==> config.mk <==
export PLATFORM = sky130hd
export DESIGN_NAME = uart_tx_serializer
export DESIGN_NICKNAME = d
export VERILOG_FILES = /design/src/rtl/uart_pkg.sv /design/src/rtl/uart_baud_gen.sv /design/src/rtl/uart_tx_serializer.sv
export SDC_FILE = /design/constraint.sdc
export NUM_CORES = 1
export LEC_CHECK = 0
export BUFFER_PORTS_ARGS = -buffer_cell sky130_fd_sc_hd__clkbuf_2
export CAP_MARGIN = 20
export CORE_MARGIN = 5
export CORE_UTILIZATION = 57
export DETAILED_ROUTE_END_ITERATION = 12
export PLACE_DENSITY = 0.85
export SYNTH_ARGS = -nofsm -noshare
export SYNTH_HDL_FRONTEND = slang
export SYNTH_SLANG_ARGS = --single-unit
==> constraint.sdc <==
create_clock -name clk -period 3 [get_ports clk]
set_clock_uncertainty 0.2 [all_clocks]
set_input_delay 0.45 -clock clk [delete_from_list [all_inputs] [get_ports clk]]
set_output_delay 0.45 -clock clk [all_outputs]
set_load 0.02 [all_outputs]
==> src/rtl/uart_pkg.sv <==
// Shared types and helpers for the UART transmit path.
package uart_pkg;

  typedef enum logic [1:0] {
    IDLE,
    START,
    DATA,
    STOP
  } tx_state_t;

  localparam int UART_DATA_BITS = 8;

  // Divider rounded to the nearest whole clock count.
  function automatic int calc_baud_div(input int clk_hz, input int baud);
    return (clk_hz + baud / 2) / baud;
  endfunction

endpackage

==> src/rtl/uart_baud_gen.sv <==
// Bit-period counter: bit_tick marks the last clock of each bit period,
// and restart realigns the period to the start of a new byte.
module uart_baud_gen #(
  parameter int BAUD_DIV = 1085
) (
  input  logic clk,
  input  logic rst,
  input  logic restart,
  output logic bit_tick
);

  localparam int CNT_W = (BAUD_DIV > 1) ? $clog2(BAUD_DIV) : 1;
  localparam logic [CNT_W-1:0] LAST_COUNT = CNT_W'(BAUD_DIV - 1);

  logic [CNT_W-1:0] count_reg;

  assign bit_tick = (count_reg == LAST_COUNT);

  always_ff @(posedge clk) begin
    if (rst || restart || bit_tick) begin
      count_reg <= '0;
    end else begin
      count_reg <= count_reg + 1'b1;
    end
  end

endmodule

==> src/rtl/uart_tx_serializer.sv <==
// 8N1/8N2 UART transmitter draining a FWFT FIFO back-to-back, LSB first.
// Define UART_TX_CTS_EN to add the cts_n flow-control input.
module uart_tx_serializer
  import uart_pkg::*;
#(
  parameter int CLK_FREQ_HZ = 125000000,
  parameter int BAUD_RATE   = 115200,
  parameter int STOP_BITS   = 1
) (
  input  logic       clk,
  input  logic       rst,
  input  logic [7:0] fifo_rd_data,
  input  logic       fifo_empty,
`ifdef UART_TX_CTS_EN
  input  logic       cts_n,
`endif
  output logic       fifo_rd_en,
  output logic       uart_tx,
  output logic       tx_busy,
  output logic       tx_byte_done
);

  localparam int BAUD_DIV = calc_baud_div(CLK_FREQ_HZ, BAUD_RATE);
  localparam logic STOP_LAST = (STOP_BITS == 2);
  localparam logic [2:0] LAST_BIT = 3'(UART_DATA_BITS - 1);

  if (BAUD_DIV < 2) begin : g_bad_baud_div
    $error("uart_tx_serializer: BAUD_DIV must be at least 2");
  end
  if (STOP_BITS != 1 && STOP_BITS != 2) begin : g_bad_stop_bits
    $error("uart_tx_serializer: STOP_BITS must be 1 or 2");
  end

  tx_state_t                 state_reg, state_next;
  logic [UART_DATA_BITS-1:0] shift_reg, shift_next;
  logic [2:0]                bit_idx_reg, bit_idx_next;
  logic                      stop_cnt_reg, stop_cnt_next;
  logic                      uart_tx_reg, uart_tx_next;
  logic                      busy_reg, busy_next;
  logic                      done_reg, done_next;
  logic                      bit_tick;
  logic                      restart;
  logic                      clear_to_send;
  logic                      pop_ok;

`ifdef UART_TX_CTS_EN
  logic [1:0] cts_sync_reg;

  // Reset to "not clear" so nothing leaves before the peer is sampled.
  always_ff @(posedge clk) begin
    if (rst) begin
      cts_sync_reg <= 2'b11;
    end else begin
      cts_sync_reg <= {cts_sync_reg[0], cts_n};
    end
  end

  assign clear_to_send = ~cts_sync_reg[1];
`else
  assign clear_to_send = 1'b1;
`endif

  assign pop_ok = ~fifo_empty & clear_to_send & ~rst;

  uart_baud_gen #(
    .BAUD_DIV(BAUD_DIV)
  ) u_baud_gen (
    .clk     (clk),
    .rst     (rst),
    .restart (restart),
    .bit_tick(bit_tick)
  );

  always_comb begin
    state_next    = state_reg;
    shift_next    = shift_reg;
    bit_idx_next  = bit_idx_reg;
    stop_cnt_next = stop_cnt_reg;
    fifo_rd_en    = 1'b0;
    restart       = 1'b0;
    done_next     = 1'b0;

    case (state_reg)
      IDLE: begin
        if (pop_ok) begin
          fifo_rd_en = 1'b1;
          restart    = 1'b1;
          shift_next = fifo_rd_data;
          state_next = START;
        end
      end
      START: begin
        if (bit_tick) begin
          state_next   = DATA;
          bit_idx_next = '0;
        end
      end
      DATA: begin
        if (bit_tick) begin
          if (bit_idx_reg == LAST_BIT) begin
            state_next    = STOP;
            stop_cnt_next = 1'b0;
          end else begin
            bit_idx_next = bit_idx_reg + 3'd1;
          end
        end
      end
      STOP: begin
        if (bit_tick) begin
          if (stop_cnt_reg == STOP_LAST) begin
            done_next = 1'b1;
            // Chain straight into the next start bit when data is waiting.
            if (pop_ok) begin
              fifo_rd_en = 1'b1;
              restart    = 1'b1;
              shift_next = fifo_rd_data;
              state_next = START;
            end else begin
              state_next = IDLE;
            end
          end else begin
            stop_cnt_next = 1'b1;
          end
        end
      end
      default: state_next = IDLE;
    endcase

    // Line level follows the state being entered so the output stays registered.
    uart_tx_next = 1'b1;
    case (state_next)
      START:   uart_tx_next = 1'b0;
      DATA:    uart_tx_next = shift_next[bit_idx_next];
      default: uart_tx_next = 1'b1;
    endcase
    busy_next = (state_next != IDLE);
  end

  always_ff @(posedge clk) begin
    if (rst) begin
      state_reg    <= IDLE;
      shift_reg    <= '0;
      bit_idx_reg  <= '0;
      stop_cnt_reg <= 1'b0;
      uart_tx_reg  <= 1'b1;
      busy_reg     <= 1'b0;
      done_reg     <= 1'b0;
    end else begin
      state_reg    <= state_next;
      shift_reg    <= shift_next;
      bit_idx_reg  <= bit_idx_next;
      stop_cnt_reg <= stop_cnt_next;
      uart_tx_reg  <= uart_tx_next;
      busy_reg     <= busy_next;
      done_reg     <= done_next;
    end
  end

  assign uart_tx      = uart_tx_reg;
  assign tx_busy      = busy_reg;
  assign tx_byte_done = done_reg;

endmodule

Word-level counts from Yosys, hierarchy flattened
Cells that the tools add are included.
Cells by class
  $add $sub $neg: 2
  $mul: 0
  divide/modulo/power cells: 0
  $lt $le $gt $ge: 1
  equality and inequality tests: 10
  shift-type cells: 0
  mux-type cells: 29
  bitwise logic cells: 5
  reductions and logical operators: 7
Operators by type and width (number)
  8-bit two-way mux: 3
  8-bit one-hot mux with 2 select lines: 1
  2-bit two-way mux: 6
  11-bit by 1-bit adder with 11-bit output (second input constant): 1
  11-bit == test (second input constant): 1
  1-bit two-way mux: 10
  3-bit two-way mux: 3
  2-bit one-hot mux with 4 select lines: 1
  2-bit == test (second input constant): 3
  1-bit one-hot mux with 2 select lines: 3
  3-bit one-hot mux with 2 select lines: 1
  2-bit by 1-bit == test with 1-bit output (second input constant): 2
  3-bit by 4-bit less-than comparator with 1-bit output (second input constant): 1
  2-bit by 1-bit inequality test with 1-bit output (second input constant): 2
  1-bit inverter: 4
  4-bit AND reduction: 1
  2-bit nonzero test: 2
  3-bit by 1-bit adder with 3-bit output (second input constant): 1
  1-bit binary-select mux with 3-bit select: 1
  3-bit == test (second input constant): 1
  3-bit OR reduction: 1
  2-bit logical NOT: 1
  1-bit logical OR: 2
  2-bit inequality test (second input constant): 1
  1-bit AND: 1
Storage, ports and cells
  register bits after elaboration: 28
  latch bits: 0
  RAM bits: 0
  memory bits (read-only): 0
  bits of input ports: 11
  logic and storage cells: 62
  memories: 0

Depth between registers and ports, before layout
  word-level depth: 9
  depth in mapped cells: 11
  gate-level depth less buffers: 10

Modules after synthesis
Synthesis repeated with hierarchy kept, for this count alone.
Second synthesis, totals
  cell total of the unflattened synthesis: 165
  area, all modules: 1477.7 sq um
Modules (own cells, without submodules)
  uart_tx_serializer: times used 1, cells each 97, area an instance 909.6 sq um
  uart_baud_gen: times used 1, cells each 68, area an instance 568.0 sq um

Worst setup path after synthesis
No wires, ideal clock.
  path type: reg2reg
  from: register state_reg[0]
  to: register uart_tx_reg (netlist: uart_tx)
  library setup time: 0.127 ns
  data arrival time: 2.436 ns
  required time: 2.673 ns
  path slack: 0.237 ns
  stages on the path, launching flop included: 11
  path buffers: 1
  period minus slack after synthesis: 2.763 ns
  cell sequence: dfxtp_1 inv_1 ha_1 nor2b_1 nand4_1 a21boi_1 buf_6 mux2_4 a221o_1 a2111oi_2 nor3_1
On the way
  word-level cells in the longest chain between the ends: 5
  elaborated cells between the ends (all ways): 18
Ends and longest elaborated chain
  from (decl): RTL line uart_tx_serializer.sv:34  | tx_state_t state_reg, state_next;
  from (signal assigned): RTL line uart_tx_serializer.sv:149  | state_reg <= state_next;
  2-bit == test (tied with other cells): RTL line uart_tx_serializer.sv:83  | case (state_reg)
  8-bit one-hot mux with 2 select lines (tied with other cells): RTL line uart_tx_serializer.sv:83
  1-bit binary-select mux with 3-bit select or 2-bit one-hot mux with 4 select lines (tied branches): RTL line uart_tx_serializer.sv:133, uart_tx_serializer.sv:83
  1-bit two-way mux (implied by the code) (tied with other cells): RTL line uart_tx_serializer.sv:133  | DATA: uart_tx_next = shift_next[bit_idx_next];
  1-bit one-hot mux with 2 select lines *: RTL line uart_tx_serializer.sv:131  | case (state_next)
  to (signal assigned): RTL line uart_tx_serializer.sv:153  | uart_tx_reg <= uart_tx_next;
  to (decl): RTL line uart_tx_serializer.sv:38  | logic uart_tx_reg, uart_tx_next;
Every way passes the cells marked *; elsewhere a longest branch is shown, timed or not. The select of a mux whose other input is x is not followed.
A chain may end at the register's enable or synchronous reset.

Worst setup path after layout
  from: register u_baud_gen.count_reg[0]
  to: output port fifo_rd_en
On the way
  word-level cells in the longest chain between the ends: 3
Ends and longest elaborated chain
  from (decl): RTL line uart_baud_gen.sv:15  | logic [CNT_W-1:0] count_reg;
  from (signal assigned): RTL line uart_baud_gen.sv:23  | count_reg <= count_reg + 1'b1;
  11-bit == test: RTL line uart_baud_gen.sv:17  | assign bit_tick = (count_reg == LAST_COUNT);
  1-bit two-way mux: RTL line uart_tx_serializer.sv:109  | if (bit_tick) begin
  1-bit one-hot mux with 2 select lines: RTL line uart_tx_serializer.sv:83
  to (decl): RTL line uart_tx_serializer.sv:17  | output logic fifo_rd_en,
No other way between the ends.

==> results.py <==
metrics = {
    "yosys": {
        "synth_seq_cells": 27,
        "syn-num-nets": 178,
        "yosys_warnings": 0,
        "synth_top_flop_cell": "dfxtp_1",
        "synth.avg_cell_area_sq_um": 8.83,
        "yosysSeqAreaShare": 0.383,
        "synth_edf_count": 0,
        "netlist_area_sq_um": 1410,
        "synth_cell_types": 45,
        "async_flop_share": 0,
        "netlist_instances": 160,
    },
    "timing": {
        "hold_viol": 0,
        "slew_viol_final": 0,
        "fin_crit_sh": 0.939,
        "setup_viol": 0,
        "layout_min_cycle_time_ns": 2.82,
        "fmax_ghz": 0.355,
        "relSlewSlack": 0.624,
        "rsz0062_at_grt": "false",
        "worstMarginPinSlew_ns": 0.556,
        "finalSetupTns_ns": 0,
    },
    "cts": {
        "cts_num_sinks": 27,
        "cts_tree": "yes",
        "clockBufferDepth": 2,
        "path_clk_slew_ns": 0.14,
        "insertion_delay_ns": 0.31,
        "cts_inserted_buffers": 3,
        "htreeDepth": 1,
        "clockRootBuffer": "clkbuf_4",
    },
    "routing": {
        "drc": 0,
        "detail_route.wl_per_cell_um": 14.1,
        "num_vias": 1196,
        "wl_um": 2870,
        "drtAntennaViolNets": 0,
        "drt_iter0_drc": 84,
        "vias_per_cell": 5.86,
        "dr.pass1.iters": 4,
    },
    "cells_and_area": {
        "nFillCells": 217,
        "seqCellArea_sq_um": 541,
        "multi_input_area_sq_um": 817,
        "fin_nets": 193,
        "post-route-util": 0.638,
        "n_antenna_cell": 0,
        "final_layout_size_suffix_gt1_frac": 0.178,
        "syn_to_final_growth_pct": 9.92,
        "largest_reg_flops": 11,
    },
    "die": {
        "fp.dieW_um": 59.8,
        "die_area_sq_um": 3570,
        "pin_count": 15,
        "fp.dieH_um": 59.8,
        "rows": 18,
        "start_util": 0.581,
        "core-area_sq_um": 2430,
    },
    "grt": {
        "grt_pass1_vias": 1216,
        "antenna_found_initial": 0,
        "grtUsageTotal": 0.181,
        "grt_overflow_total": 0,
        "grt_pass1_wl_um": 5040,
        "grt_max_degree": 22,
    },
    "worst_hold_path": {
        "hold_path.class": "in2reg",
    },
    "power": {
        "leakagePower_nw": 0.642,
        "peakVddDrop_v": 0.000292,
        "total_power_w": 0.000618,
        "power_density_nw_per_um2": 398,
    },
    "critical_path": {
        "cp-end-kind": "output port",
        "critical-path-top-delay-family": "simple AND/OR/NAND/NOR gates",
        "startpoint_type": "register",
        "cpPeakStageDelay_ns": 0.37,
        "path_max_fanout": 10,
        "cp_cell_sequence": "inv_1, ha_1, nor2b_2, a41oi_1, nor3_2, nand2_1, clkinv_1, buf_4, clkbuf_2",
        "arrival_ns": 2.17,
        "crit_type": "reg2out",
        "cp_num_buf_inv": 4,
        "cp.required_ns": 2.35,
        "crit_path_top_delay_cell": "dfxtp_1",
    },
    "placed_design": {
        "dp_hpwl_um": 2210,
        "port_buffers": 14,
        "place_congestion": 0.881,
    },
    "run_status": {
        "status": "finished clean",
    },
    "job": {
        "maxCapViolCount": 0,
    },
}
## what timing repair did
action / in CTS / in global routing
setup buffers: 0 / 0
hold buffers: 0 / 0
setup endpoints to repair: 0 / 2
resized for setup: 0 / 4
## cells by family after synthesis
| kind of cell | Yosys count | share of synthesized area |
|---|---|---|
| flops | 27 | 0.383 |
| compound gates | 28 | 0.160 |
| fa+ha+maj | 7 | 0.0620 |
| mux | 7 | 0.0540 |
| simple gates | 66 | 0.236 |
| buf+inv | 16 | 0.0496 |
| xor+xnor | 9 | 0.0558 |
## path summary, 6_finish.rpt
kind         cells after the start                                  to                                from  slack [ns]
min reg2reg                      1  u_baud_gen.count_reg[0]$_SDFF_PP0_  u_baud_gen.count_reg[0]$_SDFF_PP0_        0.29
max reg2reg                      9                  uart_tx$_SDFF_PP1_             state_reg[1]$_SDFF_PP0_        0.19
min                              3             shift_reg[3]$_SDFF_PP0_                     fifo_rd_data[3]        0.18
max                              9                          fifo_rd_en  u_baud_gen.count_reg[0]$_SDFF_PP0_        0.18
## area by class of cell
class,instances,area share
repair buffers,18,0.0645
clock inverters,1,0.00322
flip-flops and latches,27,0.348
well taps,30,0.0242
inverters,8,0.0193
multi-input cells,117,0.526
clock buffers,3,0.0145
## cells in the mapped netlist (all sizes together), types with 2 or more instances
library cell	count	area share
or2	2	0.0089
ha	7	0.062
nor2	30	0.080
a22oi	8	0.043
nand3	5	0.018
a21boi	2	0.011
and3	5	0.022
nand4	4	0.018
clkbuf	5	0.013
nor3	5	0.018
o21ai	2	0.0071
mux2	2	0.019
xor2	4	0.025
buf	3	0.015
a21oi	2	0.0071
a221o	3	0.021
inv	7	0.019
xnor2	5	0.031
dfxtp	27	0.38
nand2	6	0.016
mux2i	5	0.035
nor2b	3	0.013
a211oi	2	0.014
## worst register-to-register path, stage by stage (launching register included)
cell,delay (ns)
dfxtp_1,0.41
inv_1,0.10
ha_1,0.34
nor2b_1,0.17
nand4_1,0.13
a21boi_2,0.25
mux2_4,0.32
a221o_1,0.36
a2111oi_2,0.36
nor3_1,0.08
## routing by layer
layer / global-route usage / wire (um)
met5: 0 / 0
met4: 0.0728 / 40
met3: 0.0238 / 117
met2: 0.324 / 1420
met1: 0.216 / 1290
## report_power, final
part            total, W  leakage, nW  internal (W)  switching (W)
clock           0.000150       0.0177     0.0000498       0.000100
combinational  0.0000906        0.405     0.0000371      0.0000535
sequential      0.000377        0.219      0.000370     0.00000770
total           0.000618        0.642      0.000457       0.000161
## through the flow
step                instance area, sq um  hold WS, ns  cells  setup slack [ns]
finish                              1550        0.180    204             0.184
global route                        1550        0.180    204           0.00691
CTS                                 1540        0.181    204            0.0408
detailed placement                  1510        0.248    200             0.119
global placement                    1510        0.244    200             0.221
floorplan                           1410        0.230    160             0.237
## placed cells by master (no fill, tap or decap), types with 5 or more instances in the layout
cell type,synthesis,layout
nor2_1,30,30
dfxtp_1,27,27
clkbuf_2,0,14
a22oi_1,8,8
inv_1,7,7
ha_1,7,7
nand2_1,6,6
and3_1,5,5
nand3_1,5,5
xnor2_1,5,5
Power figures use the tool's default switching activity.
